$ cat src/rtl/out_arb_pkg.sv
// out_arb_pkg: source codes, FSM states and IDLE selection helpers for out_arbiter.
package out_arb_pkg;
    localparam int NSRC = 5;
    localparam logic [2:0] SRC_FIFO = 3'd0;
    localparam logic [2:0] SRC_PISO = 3'd1;
    localparam logic [2:0] SRC_CMP  = 3'd2;
    localparam logic [2:0] SRC_RELU = 3'd3;
    localparam logic [2:0] SRC_MAC  = 3'd4;

    typedef enum logic {ST_IDLE, ST_GRANT} state_t;

    // Descending scan so the smallest offset after last wins.
    function automatic logic [2:0] rr_pick(input logic [NSRC-1:0] req, input logic [2:0] last);
        logic [2:0] c;
        rr_pick = last;
        for (int i = NSRC; i >= 1; i--) begin
            c = 3'((int'(last) + i) % NSRC);
            if (req[c]) rr_pick = c;
        end
    endfunction

    function automatic logic [2:0] fp_pick(input logic [NSRC-1:0] req);
        logic [2:0] c;
        fp_pick = SRC_FIFO;
        for (int i = NSRC - 1; i >= 0; i--) begin
            c = 3'(i);
            if (req[c]) fp_pick = c;
        end
    endfunction
endpackage

$ cat src/rtl/mux_out.sv
// mux_out: output data mux selecting one of the five result sources by source code.
module mux_out
    import out_arb_pkg::*;
#(
    parameter int DW = 8
) (
    input  logic [2:0]    sel,
    input  logic [DW-1:0] fifo_data,
    input  logic [DW-1:0] piso_data,
    input  logic [DW-1:0] cmp_data,
    input  logic [DW-1:0] relu_data,
    input  logic [DW-1:0] mac_data,
    output logic [DW-1:0] d
);
    always_comb begin
        d = sel == SRC_FIFO ? fifo_data :
            sel == SRC_PISO ? piso_data :
            sel == SRC_CMP  ? cmp_data  :
            sel == SRC_RELU ? relu_data :
            sel == SRC_MAC  ? mac_data  : '0;
    end
endmodule

$ cat src/rtl/out_arbiter.sv
// out_arbiter: burst-limited round-robin scheduler driving a registered valid/ready byte stream.
// Define OUT_ARB_FIXED_PRIO_EN for fixed lowest-index-wins selection instead of round-robin.
module out_arbiter
    import out_arb_pkg::*;
#(
    parameter int BURST_MAX = 8,
    parameter int DW        = 8
) (
    input  logic            CLKEXT,
    input  logic            RST_GLO,
    input  logic [NSRC-1:0] REQ,
    input  logic [DW-1:0]   fifo_data,
    input  logic [DW-1:0]   piso_data,
    input  logic [DW-1:0]   cmp_data,
    input  logic [DW-1:0]   relu_data,
    input  logic [DW-1:0]   mac_data,
    output logic [NSRC-1:0] ACK,
    output logic [2:0]      SEL_OUT,
    output logic [DW-1:0]   D_OUT,
    output logic            OUT_VALID,
    input  logic            OUT_READY,
    output logic            BUSY
);
    localparam int CW = $clog2(BURST_MAX + 1);
    localparam logic [CW-1:0] BMAX = CW'(BURST_MAX);

    state_t          state, state_n;
    logic [2:0]      sel_n, pick;
    logic [CW-1:0]   cnt, cnt_n;
    logic [DW-1:0]   mux_d;
    logic            load, req_g, ack_hit, last_beat;
`ifndef OUT_ARB_FIXED_PRIO_EN
    logic [2:0]      last_grant;
`endif

    mux_out #(.DW(DW)) u_mux (
        .sel       (SEL_OUT),
        .fifo_data (fifo_data),
        .piso_data (piso_data),
        .cmp_data  (cmp_data),
        .relu_data (relu_data),
        .mac_data  (mac_data),
        .d         (mux_d)
    );

    assign BUSY = state == ST_GRANT;

    always_comb begin
        load      = !OUT_VALID || OUT_READY;
        req_g     = REQ[SEL_OUT];
        ack_hit   = state == ST_GRANT && load && req_g;
        last_beat = ack_hit && cnt + CW'(1) == BMAX;
        ACK       = ack_hit ? NSRC'(1) << SEL_OUT : '0;
`ifdef OUT_ARB_FIXED_PRIO_EN
        pick      = fp_pick(REQ);
`else
        pick      = rr_pick(REQ, last_grant);
`endif
        state_n   = state;
        sel_n     = SEL_OUT;
        cnt_n     = cnt;
        if (state == ST_IDLE) begin
            if (|REQ) begin
                state_n = ST_GRANT;
                sel_n   = pick;
                cnt_n   = '0;
            end
        end else begin
            cnt_n   = ack_hit ? cnt + CW'(1) : cnt;
            state_n = (load && !req_g) || last_beat ? ST_IDLE : ST_GRANT;
        end
    end

    always_ff @(posedge CLKEXT or negedge RST_GLO) begin
        if (!RST_GLO) state <= ST_IDLE;
        else          state <= state_n;
    end

    always_ff @(posedge CLKEXT or negedge RST_GLO) begin
        if (!RST_GLO) begin
            SEL_OUT    <= SRC_FIFO;
            cnt        <= '0;
            D_OUT      <= '0;
            OUT_VALID  <= 1'b0;
`ifndef OUT_ARB_FIXED_PRIO_EN
            last_grant <= SRC_MAC;
`endif
        end else begin
            SEL_OUT <= sel_n;
            cnt     <= cnt_n;
`ifndef OUT_ARB_FIXED_PRIO_EN
            if (state == ST_IDLE && |REQ) last_grant <= pick;
`endif
            if (ack_hit) begin
                D_OUT     <= mux_d;
                OUT_VALID <= 1'b1;
            end else if (load) begin
                OUT_VALID <= 1'b0;
            end
        end
    end
endmodule

$ cat config.mk
export PLATFORM = sky130hd
export DESIGN_NAME = out_arbiter
export DESIGN_NICKNAME = d
export VERILOG_FILES = /design/src/rtl/out_arb_pkg.sv /design/src/rtl/mux_out.sv /design/src/rtl/out_arbiter.sv
export SDC_FILE = /design/constraint.sdc
export NUM_CORES = 1
export LEC_CHECK = 0
export CORE_UTILIZATION = 40
export CTS_BUF_LIST = sky130_fd_sc_hd__clkbuf_8
export DETAILED_ROUTE_END_ITERATION = 10
export HOLD_SLACK_MARGIN = 0.02
export PLACE_DENSITY = 0.7
export SYNTH_ARGS = -nofsm -noshare
export SYNTH_HDL_FRONTEND = slang
export SYNTH_SLANG_ARGS = --single-unit
$ cat constraint.sdc
create_clock -name CLKEXT -period 5.5 [get_ports CLKEXT]
set_input_delay 1.65 -clock CLKEXT [delete_from_list [all_inputs] [get_ports CLKEXT]]
set_output_delay 1.65 -clock CLKEXT [all_outputs]
set_load 0.02 [all_outputs]
==> impl_metrics.env <==
export IMPL_drv_cap=0
export IMPL_most_common_cell_in_the_synthesized_netlist="a21oi_1"
export IMPL_vias=3255
export IMPL_num_io_pins=66
export IMPL_synth_top_cell_area_share=0.140
export IMPL_syn_inst=411
export IMPL_routed_wire_length_per_instance_um=15.9
export IMPL_largest_buffer_count_on_any_clock_path=2
export IMPL_via_count_of_the_first_global_routing_pass=3096
export IMPL_finalClockSkew_ns=0.00390
export IMPL_cts_made_buffers=3
export IMPL_syn_cell_area_sq_um=3040
export IMPL_synth_warning_count=0
export IMPL_nFillCells=720
export IMPL_synth_edf_count=0
export IMPL_synth_largest_area_cell="dfrtp_1"
export IMPL_slew_viol_final=0
export IMPL_crit_path_max_fanout=18
export IMPL_fin_setup_tns_ns=0
export IMPL_max_slew_worst_pin_slew_ns=0.822
export IMPL_period_share=0.975
export IMPL_cts_htree_levels=1
export IMPL_globalRouteOverflowTotal=0
export IMPL_layout_drive_gt1_share=0.106
export IMPL_worstReg2RegStart="SEL_OUT[0]"
export IMPL_global_router_s_overall_resource_usage=0.229
export IMPL_timing_critical_path_required_ns=3.85
export IMPL_core_area_sq_um=7290
export IMPL_period_minus_slack_ns=5.36
export IMPL_detailed_place_hpwl_mm=6.89
export IMPL_cts_sink_count=18
export IMPL_post_route_drc_count=0
export IMPL_die_area_sq_um=7960
export IMPL_grt_antenna_before_repair=0
export IMPL_yosysUniqueCellTypes=71
export IMPL_clk_insertion_delay_late_ns=0.25
export IMPL_timing_critical_path_to_type="output port"
export IMPL_global_route_wire_length_before_repair_mm=14.6
export IMPL_synthArstFlopShare=1.00
export IMPL_number_of_cell_rows=31
export IMPL_grt_setup_unrepaired="no"
export IMPL_drt_first_iter_violations=237
export IMPL_tritoncts="yes"
export IMPL_synth_top_cells_by_area="dfrtp_1 14%, ha_1 11%, a21oi_1 7.2%"
export IMPL_remaining_max_slew_budget_at_the_tightest_pin=0.451
export IMPL_gpl_final_weighted_congestion=0.890
export IMPL_synth_avg_cell_area_sq_um=7.41
export IMPL_root_buffer="clkbuf_8"
export IMPL_critPathLaunchType="primary input"
export IMPL_cts_setup_buffers=0
export IMPL_ys_top_cells_by_count="44 x a21oi_1, 41 x o21ai_0, 30 x nand2_1"
export IMPL_status="complete, no violations"
export IMPL_critPathArrivalTime_ns=3.71
export IMPL_postSynthRegisterBits=18
export IMPL_num_antenna_cells=0
export IMPL_horiz_die_dim_um=89.2
export IMPL_drt_vias_per_instance=5.71
export IMPL_port_buffers=65
export IMPL_drt_wl_total_mm=9.04
export IMPL_grt_start_max_net_pins=28
export IMPL_finalNetCount=547
export IMPL_min_from="D_OUT[5]"
export IMPL_fmaxAchievable_ghz=0.187
export IMPL_layout_stage_area_growth_over_the_synthesis_result_pct=27.8
export IMPL_detailedRoute_firstPassIterationCount=5
export IMPL_cts_reportedPaths_clkPinSlew_ns=0.07
export IMPL_cp_startpoint="REQ[3]"
export IMPL_synth_net_count=486
export IMPL_initial_util=0.417
export IMPL_finalHoldViolCount=0
export IMPL_worstHoldPathType="reg2reg"
export IMPL_fp_dieH_um=89.2
export IMPL_synthFlopType="dfrtp_1"
export IMPL_drtAntennaViolNets=0
export IMPL_worstSetupPathType="in2out"
export IMPL_synth_seq_area_share=0.148
export IMPL_final_setup_violation_count=0
-- final cells by class --
cell class | count | area [sq um] | area share
tap | 99 | 124 | 0.0318
multi-input combinational | 337 | 2370 | 0.609
clock buffer | 4 | 55.1 | 0.0141
inverter | 29 | 109 | 0.0280
sequential | 18 | 452 | 0.116
timing repair buffer | 83 | 781 | 0.201
-- layer usage --
metal / vias to the layer above / track usage / share of wire
met5: - / 0 / 0
met3: 8 / 0.0231 / 0.053
met1: 1499 / 0.317 / 0.47
met4: 0 / 0.0519 / 0.0080
li1: 1633 / - / -
met2: 115 / 0.384 / 0.47
-- stage by stage --
stage          cell area (sq um)  worst slack, ns   util  hold slack [ns]  cells
2_1_floorplan               3040            0.233      -            0.518    411
3_3_place_gp                3840           -0.128  0.526            0.466    566
3_5_place_dp                3840           -0.196  0.526            0.470    566
4_1_cts                     3890           0.0453  0.533            0.487    570
5_1_grt                     3890           0.0210  0.534            0.511    570
6_report                    3890            0.139  0.534            0.483    570
-- worst max-delay path, stage by stage --
cell and delay [ns]:
clkdlybuf4s50_1 0.52, mux4_2 0.25, inv_1 0.04, o21ai_2 0.19
nand3_1 0.14, buf_4 0.21, nor2_1 0.11, clkdlybuf4s50_1 0.61
-- path summary, 6_finish.rpt --
| path | endpoint | slack (ns) | cells past startpoint |
|---|---|---|---|
| worst max-delay path | ACK[0] | 0.14 | 8 |
| worst min-delay path | D_OUT[5] | 0.48 | 2 |
| worst max register to register | SEL_OUT[1] | 0.58 | 19 |
| worst min register to register | D_OUT[5] | 0.48 | 2 |
| max in group asynchronous | cnt[0] | 3.12 | 1 |
| min in group asynchronous | cnt[2] | 1.87 | 1 |
-- flip-flops by register name, indices dropped and copies added, names as in the netlist --
name,count
BUSY,1
D_OUT,8
OUT_VALID,1
SEL_OUT,3
cnt,4
last_grant,1
-- logic make-up (layout without fill, tap and decap cells) --
family | count (synthesis) | count (layout) | share of synthesized area
buffers and inverters | 56 | 116 | 0.0740
AND/OR/NAND/NOR | 136 | 136 | 0.240
flip-flops | 18 | 18 | 0.148
multiplexers | 15 | 15 | 0.0641
adder cells (fa/ha/maj) | 27 | 27 | 0.111
AO/OA/AOI/OAI | 152 | 152 | 0.338
XOR/XNOR | 7 | 7 | 0.0251
-- cell usage in the layout (no fill, tap or decap), drive strengths merged, types with 4 or more instances in the layout --
master / Yosys / routed
a21oi: 49 / 49
mux2i: 9 / 9
dlygate4sd2: 0 / 4
ha: 27 / 27
a311o: 5 / 5
inv: 27 / 27
nor2: 28 / 28
nor3b: 7 / 7
nand4: 5 / 5
a22oi: 10 / 10
nand3: 6 / 6
dfrtp: 17 / 17
a211oi: 7 / 7
nand2b: 9 / 9
xnor2: 6 / 6
o211ai: 7 / 7
nand2: 31 / 31
buf: 6 / 18
nor3: 7 / 7
clkbuf: 21 / 4
clkdlybuf4s50: 0 / 61
and2: 6 / 6
o311ai: 5 / 5
o21ai: 41 / 41
nor2b: 10 / 10
and3: 5 / 5
-- what timing repair did --
| action | CTS | global route |
|---|---|---|
| endpoints found under the setup margin | 5 | 1 |
| pin swaps | 0 | 0 |
| gates cloned | 0 | 0 |
| resized for setup | 5 | 1 |
| hold buffers | 0 | 0 |
Power is not shown: default switching activity piles up to over one toggle a cycle in this logic, so the estimate is an artifact.
